File: src/rtl/multi_debounce_filter.sv
// N-channel debouncer: per-channel synchroniser, counter-based filter, registered rise/fall pulses.
// Optional long-press detector (o_Held) is compiled in when LONG_PRESS_EN is defined.
module multi_debounce_filter #(
  parameter int unsigned NUM_CH         = 4,
  parameter int unsigned DEBOUNCE_LIMIT = 250000,
  parameter int unsigned SYNC_STAGES    = 2,
  parameter int unsigned INIT_LEVEL     = 0,
  parameter int unsigned HOLD_LIMIT     = 25000000
) (
  input  logic              i_Clk,
  input  logic              i_Reset,
  input  logic [NUM_CH-1:0] i_Bouncy,
  output logic [NUM_CH-1:0] o_Debounced,
  output logic [NUM_CH-1:0] o_Rise,
  output logic [NUM_CH-1:0] o_Fall,
  output logic              o_Any_Change,
  output logic [NUM_CH-1:0] o_Held
);

  localparam int unsigned       CNT_W    = $clog2(DEBOUNCE_LIMIT + 1);
  localparam logic [CNT_W-1:0]  CNT_LAST = CNT_W'(DEBOUNCE_LIMIT - 1);
  localparam logic [NUM_CH-1:0] RST_VEC  = {NUM_CH{1'(INIT_LEVEL)}};

  // Reject configurations the filter cannot implement.
  if (NUM_CH < 1 || DEBOUNCE_LIMIT < 1 || SYNC_STAGES < 2 || INIT_LEVEL > 1 || HOLD_LIMIT < 1) begin : g_bad_cfg
    $error("multi_debounce_filter: illegal parameter combination");
  end

  logic [NUM_CH-1:0] sync_q [SYNC_STAGES];
  logic [NUM_CH-1:0] s;

  // Metastability synchroniser chain; only the last stage feeds the filter.
  always_ff @(posedge i_Clk) begin
    if (i_Reset) begin
      for (int i = 0; i < SYNC_STAGES; i++) sync_q[i] <= RST_VEC;
    end else begin
      sync_q[0] <= i_Bouncy;
      for (int i = 1; i < SYNC_STAGES; i++) sync_q[i] <= sync_q[i-1];
    end
  end

  assign s = sync_q[SYNC_STAGES-1];

  logic [CNT_W-1:0]  cnt_q [NUM_CH];
  logic [CNT_W-1:0]  cnt_d [NUM_CH];
  logic [NUM_CH-1:0] state_d;
  logic [NUM_CH-1:0] rise_d;
  logic [NUM_CH-1:0] fall_d;

  // Any agreement with the current state discards the run; the state flips on the LIMIT-th differing sample.
  always_comb begin
    state_d = o_Debounced;
    for (int k = 0; k < NUM_CH; k++) cnt_d[k] = '0;
    for (int k = 0; k < NUM_CH; k++) begin
      if (s[k] != o_Debounced[k]) begin
        if (cnt_q[k] == CNT_LAST) state_d[k] = s[k];
        else                      cnt_d[k]   = cnt_q[k] + CNT_W'(1);
      end
    end
    rise_d = state_d & ~o_Debounced;
    fall_d = ~state_d & o_Debounced;
  end

  always_ff @(posedge i_Clk) begin
    if (i_Reset) begin
      o_Debounced  <= RST_VEC;
      o_Rise       <= '0;
      o_Fall       <= '0;
      o_Any_Change <= 1'b0;
      for (int k = 0; k < NUM_CH; k++) cnt_q[k] <= '0;
    end else begin
      o_Debounced  <= state_d;
      o_Rise       <= rise_d;
      o_Fall       <= fall_d;
      o_Any_Change <= |(rise_d | fall_d);
      for (int k = 0; k < NUM_CH; k++) cnt_q[k] <= cnt_d[k];
    end
  end

`ifdef LONG_PRESS_EN
  localparam int unsigned      HOLD_W   = $clog2(HOLD_LIMIT + 1);
  localparam logic [HOLD_W-1:0] HOLD_MAX = HOLD_W'(HOLD_LIMIT);

  logic [HOLD_W-1:0] hold_q [NUM_CH];
  logic [HOLD_W-1:0] hold_d [NUM_CH];
  logic [NUM_CH-1:0] held_d;

  // Counting starts the cycle after the rise edge; clearing uses the next state so o_Held drops with o_Fall.
  always_comb begin
    held_d = '0;
    for (int k = 0; k < NUM_CH; k++) hold_d[k] = '0;
    for (int k = 0; k < NUM_CH; k++) begin
      if (state_d[k]) begin
        hold_d[k] = hold_q[k];
        if (o_Debounced[k] && hold_q[k] != HOLD_MAX) hold_d[k] = hold_q[k] + HOLD_W'(1);
      end
      held_d[k] = (hold_d[k] == HOLD_MAX);
    end
  end

  always_ff @(posedge i_Clk) begin
    if (i_Reset) begin
      o_Held <= '0;
      for (int k = 0; k < NUM_CH; k++) hold_q[k] <= '0;
    end else begin
      o_Held <= held_d;
      for (int k = 0; k < NUM_CH; k++) hold_q[k] <= hold_d[k];
    end
  end
`else
  assign o_Held = '0;
`endif

endmodule

File: config.mk
export PLATFORM = sky130hd
export DESIGN_NAME = multi_debounce_filter
export DESIGN_NICKNAME = d
export VERILOG_FILES = /design/src/rtl/multi_debounce_filter.sv
export SDC_FILE = /design/constraint.sdc
export NUM_CORES = 1
export LEC_CHECK = 0
export ABC_AREA = 1
export BUFFER_PORTS_ARGS = -buffer_cell sky130_fd_sc_hd__buf_2
export CELL_PAD_IN_SITES_DETAIL_PLACEMENT = 0
export CELL_PAD_IN_SITES_GLOBAL_PLACEMENT = 2
export CORE_MARGIN = 5
export CORE_UTILIZATION = 36
export CTS_BUF_LIST = sky130_fd_sc_hd__clkbuf_8
export DETAILED_ROUTE_END_ITERATION = 12
export PLACE_DENSITY_LB_ADDON = 0.1
export SLEW_MARGIN = 20
export SYNTH_ARGS = -nofsm -noshare
export SYNTH_HDL_FRONTEND = slang
export SYNTH_SLANG_ARGS = --single-unit
File: constraint.sdc
create_clock -name i_Clk -period 2.1 [get_ports i_Clk]
set_input_delay 0 -clock i_Clk [delete_from_list [all_inputs] [get_ports i_Clk]]
set_output_delay 0 -clock i_Clk [all_outputs]
set_load 0.01 [all_outputs]
==> results of run 1 <==
## final cells by class
class / instances / share of cell area
Multi-Input combinational cell: 447 / 0.450
Sequential cell: 93 / 0.377
Inverter: 85 / 0.0647
Tap cell: 168 / 0.0426
Clock buffer: 10 / 0.0279
Timing Repair Buffer: 22 / 0.0264
Clock inverter: 6 / 0.0112
## worst max-delay path, stage by stage, from the launching register on
cell and delay (ps):
dfxtp_1 360, ha_1 190, nand2_2 100, nor2_4 140
inv_2 60, nor2_4 110, nand2_2 90, nand2_1 90
nand2_1 70, ha_1 270, a41oi_1 160
## logic make-up after synthesis
| logic type | synth area share |
|---|---|
| AOI/OAI and AO/OA | 0.0478 |
| other | 0.000838 |
| DFF | 0.416 |
| adders and majority gates | 0.0335 |
| buffers and inverters | 0.0909 |
| and+or+nand+nor | 0.358 |
| xor gates and xnor gates | 0.0528 |
## worst paths after layout
path,start,end,slack [ps],cells after the start
min,i_Reset,sync_q[0][1],50,2
max,cnt_q[1][0],o_Any_Change,390,10
min reg2reg,sync_q[0][3],sync_q[0][7],410,2
max reg2reg,cnt_q[1][0],o_Any_Change,390,10
## cell usage in the layout (no fill, tap or decap), drive strengths merged
master       instances
clkbuf              10
xnor2               12
or2                  9
inv                 87
buf                 18
nor2               148
nand4               14
clkinvlp             1
dlygate4sd3          4
clkinv               2
a21oi               31
dfxtp               93
o21bai               2
a41oi                1
nand2              138
o21ai                5
nor3                10
a31oi                1
conb                 4
bufinv               1
nand3               44
ha                  12
nand3b               1
xor2                15
## registers in the layout, summed over array words and instances (netlist names)
signal and flops:
o_Fall 4, o_Any_Change 1, o_Rise 4, o_Debounced 4, sync_q 8, cnt_q 72
## stage by stage
step	hold WS [ps]	utilization	instances
after detailed placement	207	0.388	811
after CTS	43.8	0.407	831
final	50.2	0.407	831
after global placement	199	0.388	811
after floorplan	107	-	636
after global routing	70.7	0.407	831
## power by group
part	leakage [nW]	switching, mW	total [mW]	internal (mW)
Combinational	0.851	0.0326	0.0492	0.0166
Clock	0.105	0.641	1.21	0.571
Sequential	0.751	0.00473	1.78	1.77
Total	1.71	0.678	3.04	2.36
## layer usage
metal,track usage,share of wire,up-vias
li1,-,-,2004
met1,0.179,0.52,1618
met2,0.202,0.43,31
met3,0.0298,0.028,12
met4,0.0651,0.023,0
met5,0,0,-
## what timing repair did
action / CTS / global route
hold buffers: 4 / 0
setup buffers: 0 / 0
gates resized for setup: 0 / 0
hold endpoints to repair: 4 / 0
==> qor.yml, run 1 <==
layout:
  diodes: 0
  area_delta_synth_final_pct: 10.2
  nFillCells: 1334
  multi_input_area_mm2: 0.00222
  drive_gt1_frac: 0.104
  nets: 676
  ff_latch_area_mm2: 0.00186
  stdcell_area_mm2: 0.00493
power_and_ir_drop:
  total_power_mw: 3.04
  peakVddDrop_mv: 0.287
  p_per_area_mw_per_mm2: 616
  p_leak_nw: 1.71
timing:
  setup_viol: 0
  fin_setup_tns_ps: 0
  final_max_slew_viol_count: 0
  skew_ps: 10.2
  fmax_mhz: 584
  layout_setup_ws_ps: 386
  fin_crit_ps: 1710
  hold_violations: 0
  rsz0062_at_grt: "false"
  period_share: 0.816
placement:
  place_ws_ps: 385
  routabilityCongestion: 0.769
  hpwlAfterDp_um: 6800
  port_buffers: 18
  placed_cell_area_mm2: 0.00470
die:
  io_pins: 23
  dieArea_mm2: 0.0148
  rows: 40
  core_mm2: 0.0121
  die_w_um: 122
  dieHeight_um: 122
  start_util: 0.370
worst_setup_path:
  critPathKind: "reg2reg"
  crit_required_ps: 2400
  cp.arrival_ps: 2020
  worstPathMaxFanout: 4
  cp-start-kind: "register"
  crit_path_end_kind: "register"
routing:
  first_iter_violations: 148
  vias: 3665
  wire_per_inst_um: 10.9
  drt_pass1_iterations: 4
  wl_um: 9020
  post_drt_via_cell_ratio: 4.41
  final_antenna_net_count: 0
  drc: 0
synth:
  yosysMostFrequentCell: "nor2_1"
  synthArstFlopShare: 0
  avgSynthCellArea_um2: 7.07
  yosys_warnings: 0
  synth_cell_types: 31
  yosysTopAreaCell: "dfxtp_1"
  synth_commonest_cells: "nor2_1, nand2_1, dfxtp_1"
  synthTopCellsByArea: "dfxtp_1, nor2_1, nand2_1"
  synth_top_cell_area_share: 0.416
  ys_ff_latch: 93
  yosysSeqAreaShare: 0.416
  synthCells: 633
  synth.cell_area_mm2: 0.00448
  synth_edf_count: 0
  synthFlopType: "dfxtp_1"
clock_tree:
  cts_tree: "built"
  cts.sinks: 93
  clk_latency_ps: 380
  path_clk_slew_ps: 90
  clockBufferDepth: 2
  clockRootBuffer: "clkbuf_8"
  htree_levels: 3
  numCtsBuffers: 9
global_routing:
  gr-total-overflow: 0
  grt_pass1_wl_um: 15800
  antenna_found_initial: 0
  grt_pass1_vias: 3453
  grt_usage: 0.133
  grt_max_degree: 26
run:
  drv_cap: 0
hold_path:
  hp-class: "in2reg"
status:
  status: "completed"
No activity file was read; power rests on OpenSTA's default activity.
==> run 2: changes to the inputs <==
--- a/config.mk
+++ b/config.mk
@@ -5,7 +5,7 @@
 export SDC_FILE = /design/constraint.sdc
 export NUM_CORES = 1
 export LEC_CHECK = 0
-export ABC_AREA = 1
+export ABC_AREA = 0
 export BUFFER_PORTS_ARGS = -buffer_cell sky130_fd_sc_hd__buf_2
 export CELL_PAD_IN_SITES_DETAIL_PLACEMENT = 0
 export CELL_PAD_IN_SITES_GLOBAL_PLACEMENT = 2
==> constraint.sdc (replaced) <==
create_clock -name i_Clk -period 1.5 [get_ports i_Clk]
set_input_delay 0 -clock i_Clk [delete_from_list [all_inputs] [get_ports i_Clk]]
set_output_delay 0 -clock i_Clk [all_outputs]
set_load 0.01 [all_outputs]
==> run 2 against run 1 <==
Net effect: the run now ends with setup timing left; worst setup slack got worse by 650 ps; via count is 0.19% higher; synthesized cell count is 27% lower; largest power group unchanged; highest routed layer unchanged.
==> qor.yml, run 2 <==
clock_tree:
  htree_levels: 3  # unchanged
  clockBufferDepth: 2  # unchanged
  clockRootBuffer: "clkbuf_8"
  clk_latency_ps: 370  # about the same
  numCtsBuffers: 9  # unchanged
  path_clk_slew_ps: 90  # about the same
  cts_tree: "built"
  cts.sinks: 93  # unchanged
timing:
  fmax_mhz: 567  # -2.8%
  hold_violations: 0  # unchanged
  final_max_slew_viol_count: 0  # unchanged
  rsz0062_at_grt: "true"
  period_share: 1.17  # +0.359
  setup_viol: 54  # +54
  fin_crit_ps: 1760  # +48.9 ps
  layout_setup_ws_ps: -262  # -649 ps
  fin_setup_tns_ps: -5610  # -5610 ps
  skew_ps: 5.48  # -4.68 ps
layout:
  layout_commonest_cell: "buf_4"
  largest_reg_flops: 72  # unchanged
  regMostFlops: "cnt_q"
  final_cell_mix: "buf_4, nor2_1, dfxtp_1"
  nets: 636  # -5.9%
  area_delta_synth_final_pct: 50.8
  drive_gt1_frac: 0.443  # +0.339
  diodes: 0  # unchanged
  reg_top3: "cnt_q: 72 flops, sync_q: 8 flops"
worst_setup_path:
  cp.arrival_ps: 2010  # about the same
  ff2ff_path_depth: 6  # -4
  crit_required_ps: 1750  # -650 ps
  cpMostUsedCell: "nor4_4"
  cpPeakStageDelay_ps: 340  # -20 ps
  cp-start-kind: "register"
  cpMaxStageDelayCell: "dfxtp_2"
  cp_top_family: "simple AND/OR/NAND/NOR gates"
  path_buf_inv: 0  # -1
  critPathKind: "reg2reg"
  crit_path_end_kind: "register"
  worstPathMaxFanout: 2  # -2
  cp_cell_sequence: "nor4_4 -> nand4_2 -> nor4_4 -> mux2_4 -> ha_4 -> a41oi_2"
  crit_cells: 6  # -4
power_and_ir_drop:
  p_switching_uw: 935  # +38%
  total_power_mw: 4.18  # +38%
  p_int_mw: 3.25  # +38%
  switching_share: 0.224  # +0.000391
  clkPwrFrac: 0.381  # -0.018
  comb_power_share: 0.025  # +0.009
  peakVddDrop_mv: 0.501  # +74%
  sequentialPowerShare: 0.594  # +0.009
  p_leak_nw: 2.40  # +40%
  p_per_area_mw_per_mm2: 660  # +7.3%
status:
  status: "finished, violations left"
  violations: "setup timing"
synth:
  synth.cell_area_mm2: 0.00420  # -6.2%
  yosysMostFrequentCell: "dfxtp_1"
  synthTopCellsByArea: "dfxtp_1, xnor2_1, nor2_1"
  yosysTopAreaCell: "dfxtp_1"
  synth_top_cell_area_share: 0.444  # +0.0275
  synthArstFlopShare: 0  # unchanged
  yosysSeqAreaShare: 0.444  # +0.0275
  synthCells: 459  # -27%
  avgSynthCellArea_um2: 9.15  # +29%
  synth_cell_types: 41  # +32%
  yosys_warnings: 0  # unchanged
  synth_commonest_cells: "dfxtp_1, nor2_1, xnor2_1"
  synthFlopType: "dfxtp_1"
  ys_ff_latch: 93  # unchanged
  synth_edf_count: 0  # unchanged
die:
  die_w_um: 118  # -2.9%
  core_mm2: 0.0114  # -5.7%
  start_util: 0.368  # -0.00189
  dieHeight_um: 118  # -2.9%
  dieArea_mm2: 0.0139  # -5.7%
  io_pins: 23  # unchanged
  rows: 39  # -2.5%
placement:
  port_buffers: 18  # unchanged
  routabilityCongestion: 0.771  # +0.29%
  hpwlAfterDp_um: 6840  # +0.51%
routing:
  post_drt_via_cell_ratio: 4.79  # +8.7%
  final_antenna_net_count: 0  # unchanged
  first_iter_violations: 113  # -24%
  vias: 3672  # +0.19%
  drc: 0  # unchanged
  wl_um: 9930  # +10%
  drt_pass1_iterations: 4  # unchanged
  wire_per_inst_um: 13.0  # +20%
global_routing:
  gr-total-overflow: 0  # unchanged
  antenna_found_initial: 0  # unchanged
  grt_pass1_wl_um: 16500  # +4.5%
  grt_pass1_vias: 3520  # +1.9%
  grt_max_degree: 22  # -15%
  grt_usage: 0.145  # +0.0114
hold_path:
  hp-class: "in2reg"
  min_path_cells: 2  # unchanged
run:
  drv_cap: 0  # unchanged
run 2: cells by family (layout without fill, tap and decap cells):
group                      count (synthesis)  in the layout  share of synthesized area
adders and majority gates                 12             12                     0.0358
AOI/OAI and AO/OA                         14             14                     0.0244
buffers and inverters                     33            194                     0.0373
xor gates and xnor gates                  62             62                      0.129
muxes                                     15             15                     0.0370
and+or+nand+nor                          229            229                      0.292
DFF                                       93             93                      0.444
other                                      1              4                   0.000893
run 2: timing repair:
item	4_1_cts	5_1_grt
gates cloned	3	1
hold buffers	4	0
setup endpoints to repair	36	68
hold endpoints to repair	4	0
buffers inserted	12	10
pin swaps	23	37
resized for setup	36	79
run 2: final cells by class:
class | count | area (um^2)
Sequential cell | 93 | 1920
Clock inverter | 4 | 16.3
Clock buffer | 12 | 165
Timing Repair Buffer | 160 | 1270
Inverter | 18 | 67.6
Multi-Input combinational cell | 336 | 2720
Fill cell | 1026 | 5090
Tap cell | 143 | 179
run 2: through the flow:
step	setup slack, ps	cells	hold slack [ps]	utilization	area [um^2]
floorplan	-324	462	128	-	4380
detailed placement	-333	723	213	0.474	5410
global route	-384	766	65.0	0.555	6330
finish	-262	766	40.4	0.555	6330
CTS	-322	756	29.9	0.518	5910
global placement	-322	723	218	0.474	5410
run 2: worst paths after layout:
check	from	end	slack [ps]
worst max-delay path	cnt_q[0][11]	o_Any_Change	-260
worst min-delay path	i_Reset	sync_q[0][6]	40
worst max register to register	cnt_q[0][11]	o_Any_Change	-260
worst min register to register	sync_q[0][2]	sync_q[0][6]	440
run 2: routing by layer:
layer | track usage | up-vias | part of all wire
met3 | 0.0327 | 14 | 0.029
met2 | 0.228 | 38 | 0.48
li1 | - | 1889 | -
met5 | 0 | - | 0
met4 | 0.0667 | 0 | 0.021
met1 | 0.188 | 1731 | 0.47
run 2: power by group through the flow:
stage	sequential (mW)	clock [mW]	combinational (mW)
after floorplan	2.54	0	0.0561
final	2.48	1.59	0.105
after CTS	2.49	1.68	0.0984
after global routing	2.49	1.79	0.116
after detailed placement	2.54	0	0.0818
after global placement	2.54	0	0.0807
==> run 3: changes to the inputs <==
--- a/config.mk
+++ b/config.mk
@@ -10,7 +10,7 @@
 export CELL_PAD_IN_SITES_DETAIL_PLACEMENT = 0
 export CELL_PAD_IN_SITES_GLOBAL_PLACEMENT = 2
 export CORE_MARGIN = 5
-export CORE_UTILIZATION = 36
+export CORE_UTILIZATION = 40
 export CTS_BUF_LIST = sky130_fd_sc_hd__clkbuf_8
 export DETAILED_ROUTE_END_ITERATION = 12
 export PLACE_DENSITY_LB_ADDON = 0.1
==> constraint.sdc (replaced) <==
create_clock -name i_Clk -period 1.8 [get_ports i_Clk]
set_input_delay 0 -clock i_Clk [delete_from_list [all_inputs] [get_ports i_Clk]]
set_output_delay 0 -clock i_Clk [all_outputs]
set_load 0.01 [all_outputs]
==> run 3 against run 2 <==
Net effect: the flow still finishes with violations (setup timing); die area fell by 9.2%; global-route usage is 0.11 points lower; worst setup slack better by 260 ps; design area fell by 12%; cell count fell by 7.6%; hold slack worse by 13 ps; clock skew rose by 9.9 ps; non-clock buffer count shrank 50; maximum frequency down 2.4%; count of clock-buffer cells in the layout is 1 lower; via count shrank 8.3%; combinational power down 33%; critical endpoint unchanged.
==> qor.yml, run 3 (synthesized netlist as in run 2, its figures left out) <==
global_routing:
  grt_pass1_vias: 3274  # -7.0%
  gr-total-overflow: 0  # unchanged
  grt_max_degree: 23  # +4.5%
  grt_pass1_wl_um: 15000  # -9.4%
  grt_usage: 0.143  # -0.00114
  antenna_found_initial: 0  # unchanged
hold_path:
  min_from: "i_Reset"
  min_to: "sync_q[0][6]"
  hp-class: "in2reg"
  min_path_cells: 2  # unchanged
timing:
  rsz0062_at_grt: "true"
  fin_crit_ps: 1810  # +42.7 ps
  hold_violations: 0  # unchanged
  period_share: 1.00  # -0.172
  layout_setup_ws_ps: -5.24  # +257 ps
  skew_ps: 15.4  # +9.87 ps
  final_max_slew_viol_count: 0  # unchanged
  setup_viol: 1  # -98%
  fin_hold_ws_ps: 27.9  # -12.6 ps
  fmax_mhz: 554  # -2.4%
  fin_setup_tns_ps: -5.24  # +5600 ps
clock_tree:
  numCtsBuffers: 9  # unchanged
  clockBufferDepth: 2  # unchanged
  htree_levels: 3  # unchanged
  cts.sinks: 93  # unchanged
  cts_tree: "built"
  path_clk_slew_ps: 90  # about the same
  clockRootBuffer: "clkbuf_8"
  clk_latency_ps: 360  # about the same
layout:
  layout_commonest_cell: "buf_4"
  diodes: 0  # unchanged
  post_layout_nonfiller_instances: 708  # -7.6%
  nets: 586  # -7.9%
  largest_reg_flops: 72  # unchanged
  area_delta_synth_final_pct: 32.6
  regMostFlops: "cnt_q"
  reg_top3: "cnt_q: 72 flops, sync_q: 8 flops"
  final_core_utilization: 0.542  # -0.0128
  stdcell_area_mm2: 0.00557  # -12%
  final_cell_mix: "buf_4, nor2_1, dfxtp_1"
  drive_gt1_frac: 0.304  # -0.139
power_and_ir_drop:
  total_power_mw: 3.72  # -11%
  p_leak_nw: 1.92  # -20%
  p_per_area_mw_per_mm2: 668  # +1.2%
  peakVddDrop_mv: 0.319  # -36%
placement:
  dp.cells: 685  # -5.3%
  port_buffers: 18  # unchanged
  hpwlAfterDp_um: 6250  # -8.6%
  placed_cell_area_mm2: 0.00508  # -6.2%
  place_ws_ps: -154  # +179 ps
  routabilityCongestion: 0.775  # +0.48%
die:
  core_mm2: 0.0103  # -10%
  dieArea_mm2: 0.0126  # -9.2%
  die_w_um: 112  # -4.7%
  rows: 37  # -5.1%
  dieHeight_um: 112  # -4.7%
  start_util: 0.408  # +0.0408
  io_pins: 23  # unchanged
routing:
  wire_per_inst_um: 12.3  # -5.5%
  wl_um: 8670  # -13%
  final_antenna_net_count: 0  # unchanged
  post_drt_via_cell_ratio: 4.76  # -0.74%
  drt_pass1_iterations: 4  # unchanged
  first_iter_violations: 93  # -18%
  drc: 0  # unchanged
  vias: 3369  # -8.3%
worst_setup_path:
  crit_required_ps: 2040  # +290 ps
  timing.rr.start: "cnt_q[3][4]"
  cp-start-kind: "register"
  rr_endpoint: "o_Any_Change"
  critPathKind: "reg2reg"
  r2r_slack_ps: -5  # +260 ps
  crit_path_end_kind: "register"
  ff2ff_path_depth: 6  # unchanged
  cp.arrival_ps: 2050  # +40 ps
  worstPathMaxFanout: 2  # unchanged
status:
  violations: "setup timing"
  status: "finished, violations left"
run:
  drv_cap: 0  # unchanged
## run 3: cell type report
cell class                 instances  area (um^2)
clock inverter                     4         72.6
sequential                        93         1880
tap                              136          170
timing repair buffer             110          811
inverter                          18         67.6
multi-input combinational        336         2420
fill                             985         4710
clock buffer                      11          151
## run 3: per-layer routing
metal / GRT usage / up-vias / wire (um)
met1: 0.195 / 1550 / 4310
met3: 0.0394 / 7 / 260
met4: 0.0433 / 0 / 69
met2: 0.222 / 30 / 4030
met5: 0 / - / 0
li1: - / 1782 / -
## run 3: what timing repair did
item,in CTS,in global routing
setup endpoints to repair,4,9
gates resized for setup,14,23
hold buffers,4,0
buffers inserted,2,3
pin swaps,7,7
endpoints found under the hold margin,4,0
## run 3: where the power goes
group	total [mW]	internal [mW]	switching [mW]
clock	1.58	0.850	0.726
combinational	0.0703	0.0319	0.0384
sequential	2.07	2.07	0.00688
total	3.72	2.95	0.772
## run 3: worst max-delay path by stage
stage                     cells after the start         start            to  slack, ps
after floorplan                               6  cnt_q[0][11]  o_Any_Change        -30
after global placement                        6   cnt_q[1][8]  o_Any_Change       -120
after detailed placement                      6   cnt_q[1][8]  o_Any_Change       -150
after CTS                                     6  cnt_q[0][11]  o_Any_Change        -30
after global routing                          6   cnt_q[1][5]  o_Any_Change        -90
final                                         6   cnt_q[3][4]  o_Any_Change         -5
## run 3: worst max-delay path, stage by stage (launching register included)
cell and delay (ps):
dfxtp_1 340, nor4_4 310, nand4bb_4 150, nor2_4 140, mux2_2 370, ha_4 280
a41oi_2 110
